**src/rtl/ofdm_pkg.sv**
```systemverilog
// Shared definitions for the OFDM receive front end: sample width, framer
// FSM encoding, the buffered sample record and the offset-binary converter.
package ofdm_pkg;

    localparam int SAMPLE_W = 10;

    localparam logic [1:0] S_IDLE    = 2'd0;
    localparam logic [1:0] S_WAIT    = 2'd1;
    localparam logic [1:0] S_CONVERT = 2'd2;
    localparam logic [1:0] S_PUSH    = 2'd3;

    typedef struct packed {
        logic                last;
        logic [SAMPLE_W-1:0] data;
    } sample_t;

    // Offset binary to two's complement is just an MSB flip.
    function automatic logic [SAMPLE_W-1:0] offset_to_signed(input logic [SAMPLE_W-1:0] raw);
        return {~raw[SAMPLE_W-1], raw[SAMPLE_W-2:0]};
    endfunction

endpackage

```
**src/rtl/sample_fifo.sv**
```systemverilog
// First-word fall-through FIFO. A push into a full FIFO is still taken when
// a pop happens in the same cycle; otherwise it is ignored.
module sample_fifo #(
    parameter int WIDTH = 11,
    parameter int DEPTH = 16
) (
    input  logic             clk,
    input  logic             rst,
    input  logic             push,
    input  logic             pop,
    input  logic [WIDTH-1:0] wdata,
    output logic [WIDTH-1:0] rdata,
    output logic             full,
    output logic             empty
);

    localparam int AW = $clog2(DEPTH);

    logic [WIDTH-1:0] mem_q [DEPTH];
    logic [AW:0]      wr_ptr_q;
    logic [AW:0]      rd_ptr_q;
    logic             do_push;
    logic             do_pop;

    assign empty   = (wr_ptr_q == rd_ptr_q);
    assign full    = (wr_ptr_q[AW] != rd_ptr_q[AW]) && (wr_ptr_q[AW-1:0] == rd_ptr_q[AW-1:0]);
    assign do_pop  = pop && !empty;
    assign do_push = push && (!full || do_pop);

    // Zero while empty so the output port has a defined reset value.
    assign rdata = empty ? '0 : mem_q[rd_ptr_q[AW-1:0]];

    always_ff @(posedge clk) begin
        if (rst) begin
            wr_ptr_q <= '0;
            rd_ptr_q <= '0;
        end else begin
            if (do_push) wr_ptr_q <= wr_ptr_q + 1'b1;
            if (do_pop)  rd_ptr_q <= rd_ptr_q + 1'b1;
        end
    end

    always_ff @(posedge clk) begin
        if (do_push) mem_q[wr_ptr_q[AW-1:0]] <= wdata;
    end

endmodule

```
**src/rtl/adc_sample_framer.sv**
```systemverilog
// Paces the MCP3002 controller at SAMPLE_RATE, converts each result to signed
// and streams it out through a FIFO with an end-of-frame marker.
module adc_sample_framer
    import ofdm_pkg::*;
#(
    parameter int CLK_FREQ    = 27_000_000,
    parameter int SAMPLE_RATE = 45_000,
    parameter int FRAME_LEN   = 64,
    parameter int FIFO_DEPTH  = 16
) (
    input  logic                clk,
    input  logic                rst,
    input  logic                enable,
    output logic                adc_enable,
    input  logic [SAMPLE_W-1:0] adc_data,
    input  logic                adc_available,
    output logic                adc_clear_available,
    output logic [SAMPLE_W-1:0] sample_data,
    output logic                sample_last,
    output logic                sample_valid,
    input  logic                sample_ready,
    output logic                fifo_overflow,
    output logic                adc_overrun,
    input  logic                status_clear
);

    localparam int TICK = CLK_FREQ / SAMPLE_RATE;
    localparam int CW   = $clog2(TICK);
    localparam int FW   = $clog2(FRAME_LEN);

    logic [CW-1:0] count_q, count_d;
    logic          tick;
    logic [1:0]    state_q, state_d;
    logic [FW-1:0] frame_idx_q, frame_idx_d;
    sample_t       sample_q, sample_d;
    logic          adc_enable_q, adc_enable_d;
    logic          adc_clear_q, adc_clear_d;
    logic          overflow_q, overflow_d;
    logic          overrun_q, overrun_d;
    logic          fifo_push, fifo_pop, fifo_full, fifo_empty, write_ok;
    sample_t       fifo_rdata;

    always_comb begin
        count_d = '0;
        if (enable) count_d = (count_q == CW'(TICK - 1)) ? '0 : count_q + CW'(1);
    end

    assign tick     = enable && (count_q == '0);
    assign fifo_pop = !fifo_empty && sample_ready;
    assign write_ok = !fifo_full || fifo_pop;

    // CONVERT is only entered the cycle after the start/clear pulse, by which
    // time the controller has dropped any stale available flag.
    always_comb begin
        state_d      = state_q;
        frame_idx_d  = frame_idx_q;
        sample_d     = sample_q;
        adc_enable_d = 1'b0;
        adc_clear_d  = 1'b0;
        fifo_push    = 1'b0;
        overflow_d   = overflow_q && !status_clear;
        overrun_d    = overrun_q && !status_clear;
        case (state_q)
            S_IDLE: begin
                if (enable) begin
                    frame_idx_d = '0;
                    state_d     = S_WAIT;
                    if (tick) begin
                        adc_enable_d = 1'b1;
                        adc_clear_d  = 1'b1;
                    end
                end
            end
            S_WAIT: begin
                if (adc_enable_q) begin
                    state_d = S_CONVERT;
                end else if (tick) begin
                    adc_enable_d = 1'b1;
                    adc_clear_d  = 1'b1;
                end else if (!enable) begin
                    state_d = S_IDLE;
                end
            end
            S_CONVERT: begin
                if (tick) overrun_d = 1'b1;
                if (adc_available) begin
                    sample_d.data = offset_to_signed(adc_data);
                    sample_d.last = (frame_idx_q == FW'(FRAME_LEN - 1));
                    adc_clear_d   = 1'b1;
                    state_d       = S_PUSH;
                end
            end
            S_PUSH: begin
                // A tick here only happens if the conversion ran a full period.
                if (tick) overrun_d = 1'b1;
                fifo_push = 1'b1;
                if (write_ok) begin
                    frame_idx_d = (frame_idx_q == FW'(FRAME_LEN - 1)) ? '0 : frame_idx_q + FW'(1);
                end else begin
                    overflow_d = 1'b1;
                end
                state_d = enable ? S_WAIT : S_IDLE;
            end
            default: state_d = S_IDLE;
        endcase
    end

    always_ff @(posedge clk) begin
        if (rst) begin
            count_q      <= '0;
            state_q      <= S_IDLE;
            frame_idx_q  <= '0;
            sample_q     <= '0;
            adc_enable_q <= 1'b0;
            adc_clear_q  <= 1'b0;
            overflow_q   <= 1'b0;
            overrun_q    <= 1'b0;
        end else begin
            count_q      <= count_d;
            state_q      <= state_d;
            frame_idx_q  <= frame_idx_d;
            sample_q     <= sample_d;
            adc_enable_q <= adc_enable_d;
            adc_clear_q  <= adc_clear_d;
            overflow_q   <= overflow_d;
            overrun_q    <= overrun_d;
        end
    end

    sample_fifo #(
        .WIDTH ($bits(sample_t)),
        .DEPTH (FIFO_DEPTH)
    ) u_fifo (
        .clk   (clk),
        .rst   (rst),
        .push  (fifo_push),
        .pop   (fifo_pop),
        .wdata (sample_q),
        .rdata (fifo_rdata),
        .full  (fifo_full),
        .empty (fifo_empty)
    );

    assign adc_enable          = adc_enable_q;
    assign adc_clear_available = adc_clear_q;
    assign sample_data         = fifo_rdata.data;
    assign sample_last         = fifo_rdata.last;
    assign sample_valid        = !fifo_empty;
    assign fifo_overflow       = overflow_q;
    assign adc_overrun         = overrun_q;

endmodule

```
**config.mk**
```make
export PLATFORM = sky130hd
export DESIGN_NAME = adc_sample_framer
export DESIGN_NICKNAME = d
export VERILOG_FILES = /design/src/rtl/ofdm_pkg.sv /design/src/rtl/sample_fifo.sv /design/src/rtl/adc_sample_framer.sv
export SDC_FILE = /design/constraint.sdc
export NUM_CORES = 1
export LEC_CHECK = 0
export CAP_MARGIN = 20
export CELL_PAD_IN_SITES_DETAIL_PLACEMENT = 1
export CELL_PAD_IN_SITES_GLOBAL_PLACEMENT = 2
export CORE_MARGIN = 8
export CORE_UTILIZATION = 30
export CTS_CLUSTER_SIZE = 24
export DETAILED_ROUTE_END_ITERATION = 12
export PLACE_DENSITY = 0.66
export REMOVE_ABC_BUFFERS = 1
export SYNTH_ARGS = -nofsm -noshare
export SYNTH_HDL_FRONTEND = slang
export SYNTH_HIERARCHICAL = 1
export SYNTH_SLANG_ARGS = --single-unit
export TNS_END_PERCENT = 30
```
**constraint.sdc**
```tcl
create_clock -name clk -period 4.3 [get_ports clk]
set_input_delay 0.86 -clock clk [delete_from_list [all_inputs] [get_ports clk]]
set_output_delay 0.86 -clock clk [all_outputs]
set_load 0.03 [all_outputs]
```
* Word level (Yosys, flattened, before mapping)
Memories as Yosys holds them, arrays and structs flattened. A register that Yosys moved wholly into a read port is not among the register bits.
Cells that the tools add are included.
** Word-level totals
- RAM bits :: 176
- Output and inout port bits :: 16
- Logic and storage cells :: 78
- Bits of input ports :: 16
- Memories :: 1
- Flip-flop bits (word level) :: 43
** Operators by class
- Equal/unequal tests :: 13
- Reductions and logical operators :: 20
- Bitwise logic cells :: 2
- Add/subtract/negate cells :: 4
- Multiplexer cells :: 27
** Memories
- u_fifo.mem_q :: depth 16, bits a word 11, read ports 1, clocked after memory_dff 1, write ports 1, line sample_fifo.sv:19 : logic [WIDTH-1:0] mem_q [DEPTH];
** Operators by type and width (number)
- two-way mux 6 bit :: 3
- two-way mux 1 bit :: 12
- case mux 6 bit (2 select lines) :: 1
- two-way mux 11 bit :: 1
- adder 10 x 1 -> 10 bit (second input constant) :: 1
- adder 5 x 1 -> 5 bit (second input constant) :: 2
- == test 10 bit (second input constant) :: 1
- zero test 10 bit :: 1
- two-way mux 2 bit :: 5
- two-way mux 4 bit :: 2
- case mux 2 bit (4 select lines) :: 1
- logical AND 1 bit :: 7
- adder 6 x 1 -> 6 bit (second input constant) :: 1
- == test 6 bit (second input constant) :: 1
- != test 2 bit (second input constant) :: 3
- != test 3 bit (second input constant) :: 2
- == test 5 bit :: 1
- == test 2 bit (second input constant) :: 2
- == test 4 bit :: 1
- AND reduction 4 bit :: 1
- zero test 1 bit :: 3
- case mux 1 bit (3 select lines) :: 1
- AND reduction 3 bit :: 1
- OR reduction 3 bit :: 1
- other kinds (9) :: 11

* Longest topological paths before layout
- Depth after elaboration :: 8
- Gate-level depth with buffers :: 11
- Mapped depth without buffers :: 9

* Modules after synthesis
The synthesis kept the hierarchy.
** Modules (own cells, without submodules)
- sample_fifo :: sequential area each 5565.3 sq um, instances 1, area an instance 7602.3 sq um, cells each 414
- adc_sample_framer :: sequential area each 660.6 sq um, instances 1, area an instance 1413.9 sq um, cells each 165

* Least setup slack after synthesis
OpenSTA, ideal clock, no wires.
- Path type :: register to register
- Start :: register u_fifo.wr_ptr_q[2]
- End :: memory u_fifo.mem_q[11][0], enable pin
- Cell stages (with the launch flop) :: 10
- Arrival :: 2.357 ns
- Clock period less this slack :: 2.753 ns
- Required time :: 3.904 ns
- Path buffers :: 2
- Library setup time :: 0.396 ns
- Path slack :: 1.547 ns
- Cell sequence :: dfxtp_1 > buf_6 > xnor2_2 > nand4_4 > nor2_1 > buf_2 > nand2b_1 > inv_1 > o31ai_2 > nor3b_1
** On the way
- Cells in the longest elaborated chain, start to end :: 8
- Elaborated cells on any way between the ends :: 11
- Classes of those cells :: eq/ne: 2; mux: 2; reduce/logical: 7
** Ends and longest elaborated chain
- start, declared :: line sample_fifo.sv:20 : logic [AW:0] wr_ptr_q;
- start signal, assigned :: line sample_fifo.sv:38 : if (do_push) wr_ptr_q <= wr_ptr_q + 1'b1;
- == test 5 bit :: line sample_fifo.sv:25 : assign empty = (wr_ptr_q == rd_ptr_q);
- net fifo_empty :: line adc_sample_framer.sv:40 : logic fifo_push, fifo_pop, fifo_full, fifo_empty, write_ok;
- zero test 1 bit :: line adc_sample_framer.sv:49 : assign fifo_pop = !fifo_empty && sample_ready;
- logical AND 1 bit :: line adc_sample_framer.sv:49
- net fifo_pop :: line adc_sample_framer.sv:40
- logical AND 1 bit :: line sample_fifo.sv:27 : assign do_pop = pop && !empty;
- logical OR 1 bit :: line sample_fifo.sv:28 : assign do_push = push && (!full || do_pop);
- logical AND 1 bit :: line sample_fifo.sv:28
- two-way mux 1 bit :: line sample_fifo.sv:44 : if (do_push) mem_q[wr_ptr_q[AW-1:0]] <= wdata;
- two-way mux 1 bit (implied by the code) :: line sample_fifo.sv:44
- end, declared :: line sample_fifo.sv:19
The timed path passes the listed nets, and every way through them passes these cells.

==> impl_results.md <==
* Skew final at roughly 0.018 ns
* GPL Wtd Cong at approximately 0.75
* Synth-to-Final Area Change at 17.01%
* Initial Utilization at 0.3042
* Post-CTS resize count at 0
* Global-route wire length before repair at about 32000 um
* Hold path cells at 2
* Buffers on Ports at 31
* Mapped Cells at ~580
* Number of routed nets with antenna violations at 0
* Slew headroom at 0.2851
* Initial DRT Pass Iterations at 5
* Slew Limit Fails at 0
* Critical path type: reg2out
* Number of clock sinks at approximately 220
* Die area at between 30000 and 40000 um^2
* Crit path DAT at around 3.2 ns
* Post-DR vias/cell at 4.837
* Clk_lat worst skew at around 0.52 ns
* Ant diodes at 0
* Required time of the critical path at 3.44 ns
* CTS Buf Count at 26
* Largest net degree at the start of global routing at 34
* Total Routed Length at 20580 um
* Drt drc at 0
* Vias after detailed routing at around 5000
* Avg Synthesized Cell Area at roughly 16 um^2
* EDFF count, synth at roughly 180
* Achievable Freq at 247.2 MHz
* Clock transition at path regs at 0.06 ns
* Power, Total at between 0.004 and 0.005 W
* GRT Resource Usage Total at 0.1144
* Synth Area in XOR/XNOR at 0.02304
* Setup TNS at 0 ns
* Final setup viols at 0
* Buffer levels on the longest clock path at 3
* Worst VDD drop at between 0.3 and 0.4 mV
* 1st-iter DRT viols at about 260
* Asr flop ratio synth at 0
* LEAKAGE at ~3.4 nW
* Core area at ~30000 um^2
* Post-CTS Hold Buffers at 0
* Synth Register Bits at 223
* Num rows at between 60 and 70
* Final hold vios at 0
* Fillers at around 3100
* Hold WC Path Type: reg2reg
* Post-synthesis mux area share at 0.1073
* Fin crit period at approximately 4.0 ns
* Max Cap Violations at 0
* I/O pin total at 32
* Post-synthesis sequential area ratio at 0.6905
* RSZ-0062 raised after global routing: no
* Largest family of logic cells by synthesized area: multiplexers
* Die span in x at roughly 190 um
* Adder-cell area share of the yosys netlist at 0.01110
* H-Tree Depth at 1
* CTS tree: done
* Cell Pwr Density at 418.1 nW/um^2
* Worst setup SP type: register
* Wire per inst at roughly 20 um
* Synth Area in Simple Gates at 0.07397
* Dpl hpwl at 13700 um
* Post-synthesis compound-gate area fraction at 0.06869
* Clk root buf: clkbuf_16
* Die extent in y at around 190 um
* Post-CTS Setup Bufs at 0
* Outcome: finished clean
* Tcrit/Tclk final at 0.9406
* Worst setup EP type: output port
* Netlist Area Pre-Place at about 9000 um^2
* Gr ovfl total at 0
* Library cells used by synthesis at 56
* Final nets at around 640
* Initial antenna violation count at 0
* Yosys warns at 6
* Fin util at 0.3560
* Reg2reg setup slack at approximately 1.5 ns
* CP max FO at 27
* Share of layout cells above drive strength 1 at 0.1362
* Worst-Margin Slew at around 1.1 ns
* Reg2reg path depth at 7
* Ys flop type: edfxtp_1
* Vias in the first global route at ~5400
final cells by class:
class	count	area, um^2	area share
clock buffer	38	735.7	0.06973
multi-input combinational	314	2566	0.2432
clock inverter	10	76.32	0.007234
sequential	223	6228	0.5904
inverter	14	52.55	0.004981
tap	390	488.0	0.04625
timing repair buffer	40	402.9	0.03819
synth_stat cells, types with 6 or more instances:
library cell | n | area [um^2]
xor2_1 | 11 | 96.34
and3_1 | 15 | 93.84
buf_6 | 6 | 67.56
a22oi_1 | 11 | 82.58
clkbuf_1 | 11 | 41.29
inv_1 | 13 | 48.80
o21ai_1 | 12 | 60.06
nand3_1 | 13 | 65.06
ha_1 | 8 | 100.1
a221oi_1 | 11 | 96.34
nor2b_1 | 8 | 50.05
nand2b_1 | 7 | 43.79
a21oi_1 | 26 | 130.1
mux4_2 | 22 | 495.5
xnor2_1 | 9 | 78.83
edfxtp_1 | 176 | 5285
o211ai_1 | 9 | 67.56
dfxtp_1 | 47 | 940.9
nor2_1 | 33 | 123.9
buf_2 | 6 | 30.03
nand2_1 | 26 | 97.59
mux2i_1 | 46 | 460.4
metrics by stage:
stage | worst slack [ns] | cell area (um^2) | hold slack [ns] | std cells
after global routing | 0.1053 | 10550 | 0.4944 | 1029
after floorplan | 0.6356 | 8840 | 0.4258 | 551
after global placement | 0.8020 | 9738 | 0.4400 | 981
after detailed placement | 0.7764 | 9738 | 0.4527 | 981
final | 0.2554 | 10550 | 0.4656 | 1029
after CTS | 0.1939 | 10550 | 0.4725 | 1029
sequential cells by signal, summed over array words and instances (netlist names), named ones only:
name,flops
adc_enable,1
fifo_overflow,1
u_fifo/rd_ptr_q,5
count_q,10
u_fifo/wr_ptr_q,5
state_q,1
u_fifo/mem_q,176
adc_clear_available,1
frame_idx_q,6
sample_q,11
adc_overrun,1
metal layers:
| metal | up-vias | wire (um) | GRT usage |
|---|---|---|---|
| met5 | - | 0 | 0 |
| met4 | 0 | 327 | 0.02556 |
| met3 | 28 | 1011 | 0.01913 |
| met2 | 98 | 10450 | 0.2024 |
| met1 | 2523 | 8798 | 0.1440 |
| li1 | 2328 | - | - |
worst max-delay path, stage by stage, from the launching register on:
cell             delay [ns]
dfxtp_2                0.86
buf_12                 0.29
mux2i_1                0.10
a221oi_1               0.30
o21ai_1                0.14
a21oi_1                0.23
clkdlybuf4s50_1        0.71
cells in the final DEF (no fill, tap or decap), types with 13 or more instances in the layout:
| cell type | Yosys | routed |
|---|---|---|
| and3_1 | 15 | 15 |
| clkdlybuf4s50_1 | 0 | 31 |
| nor2_1 | 33 | 33 |
| mux2i_1 | 46 | 46 |
| mux4_2 | 22 | 22 |
| inv_1 | 13 | 13 |
| clkbuf_16 | 0 | 26 |
| edfxtp_1 | 176 | 176 |
| nand3_1 | 13 | 13 |
| a21oi_1 | 26 | 26 |
| dfxtp_1 | 47 | 45 |
| nand2_1 | 26 | 26 |
final timing paths:
kind / start / endpoint
min: adc_overrun / adc_overrun
min reg2reg: adc_overrun / adc_overrun
max: register / sample_data[3]
max reg2reg: u_fifo/wr_ptr_q[2] / u_fifo/mem_q[10][7]
power breakdown:
group	total, W	internal, W	switching [W]
Clock	0.00204	0.00119	0.000852
Sequential	0.00231	0.00230	0.00000833
Combinational	0.0000545	0.0000254	0.0000290
Total	0.00441	0.00352	0.000889
cell families after synthesis:
kind of cell / after synthesis
AOI/OAI and AO/OA: 88
xor gates and xnor gates: 22
adders and majority gates: 8
buffers and inverters: 42
DFF: 223
muxes: 69
and+or+nand+nor: 127
(Power assumes the default switching activity.)
